==> config.mk <==
export PLATFORM = sky130hd
export DESIGN_NAME = polyphase_ctrl
export DESIGN_NICKNAME = d
export VERILOG_FILES = /design/src/rtl/polyphase_pkg.sv /design/src/rtl/polyphase_tap_cnt.sv /design/src/rtl/polyphase_ctrl.sv
export SDC_FILE = /design/constraint.sdc
export NUM_CORES = 1
export LEC_CHECK = 0
export ABC_AREA = 1
export BUFFER_PORTS_ARGS = -buffer_cell sky130_fd_sc_hd__buf_2
export CORE_MARGIN = 2
export CORE_UTILIZATION = 55
export DETAILED_ROUTE_END_ITERATION = 8
export MAX_ROUTING_LAYER = met4
export PLACE_DENSITY = 0.74
export SLEW_MARGIN = 20
export SYNTH_ARGS = -nofsm -noshare
export SYNTH_HDL_FRONTEND = slang
export SYNTH_SLANG_ARGS = --single-unit
==> constraint.sdc <==
create_clock -name clk -period 2.25 [get_ports clk]
set_input_delay 0.45 -clock clk [delete_from_list [all_inputs] [get_ports clk]]
set_output_delay 0.45 -clock clk [all_outputs]
set_load 0.05 [all_outputs]
==> src/rtl/polyphase_pkg.sv <==
// Shared types and default geometry for the polyphase decimator controller.
package polyphase_pkg;

  localparam int unsigned DefN      = 64;
  localparam int unsigned DefM      = 4;
  localparam int unsigned DefMacLat = 2;

  typedef enum logic [1:0] {StIdle, StMac, StDrain, StOut} state_e;

  // Address width for an N-entry sample RAM or coefficient ROM.
  function automatic int unsigned addr_w(input int unsigned n);
    return (n > 1) ? $clog2(n) : 1;
  endfunction

endpackage

==> src/rtl/polyphase_tap_cnt.sv <==
// Tap counter: walks k = 0..N-1 and the matching sample address (newest - k) mod N.
module polyphase_tap_cnt
  import polyphase_pkg::*;
#(
  parameter int unsigned N = DefN
) (
  input  logic                 clk,
  input  logic                 reset,
  input  logic                 flush,
  input  logic                 start,
  input  logic [addr_w(N)-1:0] newest,
  output logic [addr_w(N)-1:0] k,
  output logic [addr_w(N)-1:0] rd_addr,
  output logic                 mac_en,
  output logic                 mac_clr,
  output logic                 mac_last
);

  localparam int unsigned AW = addr_w(N);
  localparam logic [AW-1:0] KLast = AW'(N - 1);

  always_ff @(posedge clk or posedge reset) begin
    if (reset) begin
      k        <= '0;
      rd_addr  <= '0;
      mac_en   <= 1'b0;
      mac_clr  <= 1'b0;
      mac_last <= 1'b0;
    end else if (flush) begin
      k        <= '0;
      rd_addr  <= '0;
      mac_en   <= 1'b0;
      mac_clr  <= 1'b0;
      mac_last <= 1'b0;
    end else if (start) begin
      k        <= '0;
      rd_addr  <= newest;
      mac_en   <= 1'b1;
      mac_clr  <= 1'b1;
      mac_last <= (N == 1);
    end else if (mac_en) begin
      mac_clr <= 1'b0;
      if (k == KLast) begin
        k        <= '0;
        mac_en   <= 1'b0;
        mac_last <= 1'b0;
      end else begin
        k        <= k + AW'(1);
        // Address wraps naturally because N is a power of two.
        rd_addr  <= rd_addr - AW'(1);
        mac_last <= (k == KLast - AW'(1));
      end
    end
  end

endmodule

==> src/rtl/polyphase_ctrl.sv <==
// Polyphase decimation controller: accepts M samples per output, then runs an
// N-tap MAC pass, waits out the MAC pipeline, and hands the result downstream.
module polyphase_ctrl
  import polyphase_pkg::*;
#(
  parameter int unsigned N       = DefN,
  parameter int unsigned M       = DefM,
  parameter int unsigned MAC_LAT = DefMacLat
) (
  input  logic                 clk,
  input  logic                 reset,
  input  logic                 flush,
  input  logic                 in_valid,
  output logic                 in_ready,
  output logic                 wr_en,
  output logic [addr_w(N)-1:0] wr_addr,
  output logic [addr_w(N)-1:0] rd_addr,
  output logic [addr_w(N)-1:0] coef_addr,
  output logic                 mac_clr,
  output logic                 mac_en,
  output logic                 mac_last,
  output logic                 out_valid,
  input  logic                 out_ready,
  output logic                 primed
);

  localparam int unsigned AW = addr_w(N);
  localparam int unsigned FW = AW + 1;
  localparam int unsigned PW = (M > 1) ? $clog2(M) : 1;
  localparam int unsigned DW = (MAC_LAT > 1) ? $clog2(MAC_LAT) : 1;

  state_e        state_q;
  logic [AW-1:0] wr_ptr_q;
  logic [PW-1:0] phase_q;
  logic [FW-1:0] fill_q;
  logic [DW-1:0] drain_q;
  logic          phase_wrap, fill_full, primed_next, start;

  assign in_ready = (state_q == StIdle) && !reset;
  // A sample offered alongside flush is dropped, not written.
  assign wr_en    = in_valid && in_ready && !flush;
  assign wr_addr  = wr_ptr_q;
  assign primed   = fill_full;

  assign phase_wrap  = (phase_q == PW'(M - 1));
  assign fill_full   = (fill_q == FW'(N));
  assign primed_next = fill_full || (fill_q == FW'(N - 1));
  assign start       = wr_en && phase_wrap && primed_next;

  always_ff @(posedge clk or posedge reset) begin
    if (reset) begin
      state_q   <= StIdle;
      wr_ptr_q  <= '0;
      phase_q   <= '0;
      fill_q    <= '0;
      drain_q   <= '0;
      out_valid <= 1'b0;
    end else if (flush) begin
      state_q   <= StIdle;
      wr_ptr_q  <= '0;
      phase_q   <= '0;
      fill_q    <= '0;
      drain_q   <= '0;
      out_valid <= 1'b0;
    end else begin
      if (wr_en) begin
        wr_ptr_q <= wr_ptr_q + AW'(1);
        phase_q  <= phase_wrap ? '0 : phase_q + PW'(1);
        if (!fill_full) fill_q <= fill_q + FW'(1);
      end
      unique case (state_q)
        StIdle: if (start) state_q <= StMac;
        StMac: begin
          if (mac_last) begin
            drain_q <= '0;
            if (MAC_LAT == 0) begin
              state_q   <= StOut;
              out_valid <= 1'b1;
            end else begin
              state_q <= StDrain;
            end
          end
        end
        StDrain: begin
          if (drain_q == DW'(MAC_LAT - 1)) begin
            state_q   <= StOut;
            out_valid <= 1'b1;
          end else begin
            drain_q <= drain_q + DW'(1);
          end
        end
        StOut: begin
          if (out_ready) begin
            state_q   <= StIdle;
            out_valid <= 1'b0;
          end
        end
        default: state_q <= StIdle;
      endcase
    end
  end

  polyphase_tap_cnt #(
    .N (N)
  ) u_tap_cnt (
    .clk      (clk),
    .reset    (reset),
    .flush    (flush),
    .start    (start),
    .newest   (wr_ptr_q),
    .k        (coef_addr),
    .rd_addr  (rd_addr),
    .mac_en   (mac_en),
    .mac_clr  (mac_clr),
    .mac_last (mac_last)
  );

endmodule
After elaboration in Yosys (flattened, before gate mapping)
Index checks and enable logic that the tools add are counted.

Reductions and logical operators: 18. Equal/unequal tests: 14. Mux-type cells: 41. Add/sub/neg operators: 6.

Operators by type and width (number): 2-to-1 mux 6 bit (10); 2-to-1 mux 7 bit (3); 2-to-1 mux 1 bit (17); 2-to-1 mux 2 bit (8); adder 6 x 1 -> 6 bit (second input constant) (2); equality test 6 bit (second input constant) (2); != test 3 bit (second input constant) (4); nonzero test 3 bit (3); one-hot mux 2 bit (4 select lines) (1); adder 7 x 1 -> 7 bit (second input constant) (1); equality test 7 x 6 -> 1 bit (second input constant) (1); equality test 7 bit (second input constant) (1); equality test 2 bit (second input constant) (3); AND reduction 2 bit (3); subtractor 6 x 1 -> 6 bit (second input constant) (1); logical AND 1 bit (5); one-hot mux 1 bit (2 select lines) (2); AND reduction 4 bit (1); != test 3 x 2 -> 1 bit (second input constant) (1); AND reduction 3 bit (1); adder 2 x 1 -> 2 bit (second input constant) (1); equality test 2 x 1 -> 1 bit (second input constant) (1); zero test 1 bit (2); zero test 2 bit (1); 4 further kinds (4).

Register bits: 34. Input bits: 5. Output and inout port bits: 25. Word-level logic and storage cells: 90.

Depth between registers and ports, before layout
Depth in word-level cells: 9. Depth in mapped cells: 11. Depth with buffers taken out: 11.

By module
Synthesis repeated with hierarchy kept, for this count alone.

Cells, all modules: 272. Area total of the unflattened synthesis: 2177.1 µm².

Modules (own cells, without submodules): polyphase_ctrl (instances 1, cells each 155, sequential area each 475.5 µm², area each 1231.2 µm²); polyphase_tap_cnt (instances 1, cells each 117, sequential area each 375.4 µm², area each 945.9 µm²).

Worst setup path after synthesis
Ideal clock, no wire load.

Kind: input port to output port. Start: in reset. End: out wr_en. Path slack: 110 ps. Arrival: 1690 ps. Buffers on the path: 0. Stages on the path: 3. Required time: 1800 ps. Path through: inv_2 -> nand3_4 -> nor2_2.

Cells in the longest elaborated chain, start to end: 4.

RTL lines: start, declared (RTL line polyphase_ctrl.sv:11) `input logic reset,`; zero test 1 bit (no source line); logical AND 1 bit (RTL line polyphase_ctrl.sv:39) `assign in_ready = (state_q == StIdle) && !reset;`; logical AND 1 bit (2 in series) (RTL line polyphase_ctrl.sv:41) `assign wr_en = in_valid && in_ready && !flush;`; end, declared (RTL line polyphase_ctrl.sv:15) `output logic wr_en,`.

Every way passes these cells.

Worst setup path in the final report
Start: reg state_q[0]. End: out wr_en.

Cells in the longest elaborated chain, start to end: 4.

RTL lines: start, declared (RTL line polyphase_ctrl.sv:32) `state_e state_q;`; start signal, assigned (RTL line polyphase_ctrl.sv:52) `state_q <= StIdle;`; start signal, assigned (RTL line polyphase_ctrl.sv:59) `state_q <= StIdle;`; start signal, assigned (RTL line polyphase_ctrl.sv:72) `StIdle: if (start) state_q <= StMac;`; zero test 2 bit (RTL line polyphase_ctrl.sv:39); logical AND 1 bit (RTL line polyphase_ctrl.sv:39); logical AND 1 bit (2 in series) (RTL line polyphase_ctrl.sv:41).

Every way passes these cells.

==> flow_summary.ini <==
[worst_setup_path]
worst-endpoint-arrival_ns = 1.63
worst_setup_start_kind = flip-flop
worstSetupEndpointType = output port
worstPathMaxFanout = 9
reg2reg_from = state_q[0]$_DFFE_PP0P_
reg2regPathDepth = 9
critPathLaunch = state_q[0]$_DFFE_PP0P_
critical_path.reg2reg.endpoint = state_q[1]$_DFFE_PP0P_
crit_type = reg -> out
ff2ff_setup_slack_ns = 0.33
required_ns = 1.80

[power_and_ir_drop]
power.total_uw = 1680
comb_power_share_pct = 23.9
pwr_density_cell_nw_per_um2 = 710
power.switching_fraction_pct = 33.7
pwr-share-clk_pct = 32.7
ir_drop_v = 0.000410
internal_power_uw = 1110
p_seq_share_pct = 43.5
static-leakage-power_uw = 0.00131
switchingPower_uw = 565

[route]
route.vias.total = 1790
vias_per_cell = 5.09
first_pass_iters = 4
detail_route.wirelength_um = 4180
routedWlPerCell_um = 11.9
final_antenna_net_count = 0
remaining_drc_errors = 0
detailedRoute.firstIterationViolations = 200

[synthesis]
syn_area_um2 = 2080
synth_cells = 269
yosysTopAreaCell = sky130_fd_sc_hd__dfrtp_1
yosysWarnings = 0
ys_types = 29
synth_top_area_share_pct = 40.9
post_synth.cell_area_avg_um2 = 7.74
yosys-top-cells-area = sky130_fd_sc_hd__dfrtp_1 41%, sky130_fd_sc_hd__nand2_1 13%, sky130_fd_sc_hd__inv_1 6.9%, sky130_fd_sc_hd__ha_1 6.6%, sky130_fd_sc_hd__nand3_1 5.5%
synth_fp_nets = 285
synth_seq_cells = 34
synth-seq-area-share_pct = 40.9

[finish]
final_antenna_diode_count = 0
utilization_pct = 64.6
postLayoutCellArea_um2 = 2360
highest_count_cells_in_the_layout_ignoring_fill_and_taps = 72 x sky130_fd_sc_hd__nand2_1, 38 x sky130_fd_sc_hd__inv_1, 34 x sky130_fd_sc_hd__dfrtp_1
layout_commonest_cell = sky130_fd_sc_hd__nand2_1
num-nets-final = 319
share_of_post_route_cells_with_drive_strength_above_1_pct = 16.8
syn_to_final_growth_pct = 13.5

[floorplan]
ios = 30
die-area_um2 = 4290
die_height_um = 65.5
rows = 22
die-width_um = 65.5
start_util_pct = 56.9
placeableCoreArea_um2 = 3660

[clock_network]
clk_pin_slew_ns = 0.07
cts_made_buffers = 5
cts_tree = done
number_of_setup_buffers_added_after_cts = 0
clock_sinks = 34
cts_root_buffer = sky130_fd_sc_hd__clkbuf_8
post_cts_hold_buffer_count = 0
clk_latency_ns = 0.28
clockBufferDepth = 2
post_cts_resized = 0
level_count_of_the_clock_h_tree = 2

[grt]
groute.usage.overall_pct = 22.2
initial_antenna_violation_count = 0
grt.overflow.total = 0
grt_max_degree = 35
grt_pass1_wl_um = 7290
first_global_vias = 1673

[sta]
achievable-frequency_mhz = 481
slew_viol_final = 0
rsz0062_at_grt = no
finalSetupTns_ns = 0
final_hold_viol_count = 0
max_slew_margin_vs_limit_pct = 71.0
layout_min_cycle_time_ns = 2.08
timing.hold.ws_ns = 0.314
worstMarginPinSlew_ns = 0.434
final.period_utilization_pct = 92.3
finalSetupViolations = 0
clock_tree_skew_after_final_layout_ns = 0.00723

[placement]
dpl-instance-area_um2 = 2250
detailed_place_hpwl_um = 3010
routabilityCongestion = 0.831
portBuffers = 29

[job]
max-cap-violations = 0

[hold_path]
timing.hold.worst.class = in -> async

[outcome]
outcome = finished, final reports clean
critical path: stages (launching register included):
cell and delay, ns:
sky130_fd_sc_hd__dfrtp_1 0.43, sky130_fd_sc_hd__inv_1 0.11, sky130_fd_sc_hd__ha_1 0.23, sky130_fd_sc_hd__nand3_4 0.16, sky130_fd_sc_hd__nor2_2 0.14, sky130_fd_sc_hd__buf_2 0.28
sequential cells by signal (all words and copies together), names as in the netlist:
register	flops
drain_q	1
u_tap_cnt.mac_en	1
u_tap_cnt.k	6
phase_q	2
u_tap_cnt.mac_last	1
wr_addr	6
fill_q	7
u_tap_cnt.rd_addr	6
out_valid	1
u_tap_cnt.mac_clr	1
state_q	2
metal layers:
metal	global-route usage, %	share of wire, %	vias to the layer above
li1	-	-	930
met1	28.1	49	829
met2	37.0	48	29
met3	3.08	2.6	2
met4	7.29	0.57	0
met5	-	0	-
synthesized netlist by cell type, drive strengths merged:
cell     n
inv     39
xnor2    2
o31ai    2
dfrtp   34
buf      4
nand2   76
o21ai    7
xor2     5
nand4   13
a21oi   10
o21bai   1
ha      11
or2      2
nand3   24
o22ai    2
a31oi    1
nor2    31
a311oi   1
nor3     2
clkbuf   1
nor3b    1
final cells by class:
class                   count  area (um^2)
repair buffers             32          168
clock inverters             3         40.0
flip-flops and latches     34          851
clock buffers               5         68.8
fillers                   324         1300
well taps                  48         60.1
multi-input cells         191         1030
inverters                  39          146
power by group through the flow:
stage | combinational [uW] | sequential [uW] | clock [uW]
floorplan | 249 | 800 | 0
global placement | 395 | 739 | 0
detailed placement | 402 | 740 | 0
CTS | 403 | 729 | 562
global route | 457 | 737 | 586
finish | 400 | 729 | 548
through the flow:
stage,setup WS (ns),instances
2_1_floorplan,0.110,269
3_3_place_gp,0.426,344
3_5_place_dp,0.327,344
4_1_cts,0.163,352
5_1_grt,0.0768,352
6_report,0.173,352
worst max-delay path by stage:
stage / end / slack [ns] / depth (start not counted)
3_3_place_gp: state_q[0]$_DFFE_PP0P_ / 0.43 / 9
6_report: wr_en / 0.17 / 5
4_1_cts: wr_en / 0.16 / 5
2_1_floorplan: wr_en / 0.11 / 3
3_5_place_dp: state_q[0]$_DFFE_PP0P_ / 0.33 / 9
5_1_grt: wr_en / 0.08 / 5
cell families (layout without fill, tap and decap cells):
family / after synthesis / count (layout) / synth area share (%)
buffers and inverters: 44 / 79 / 9.68
adder cells (fa/ha/maj): 11 / 11 / 6.61
flip-flops: 34 / 34 / 40.9
XOR/XNOR: 7 / 7 / 2.94
AO/OA/AOI/OAI: 24 / 24 / 7.03
AND/OR/NAND/NOR: 149 / 149 / 32.9
(Power assumes the default switching activity.)
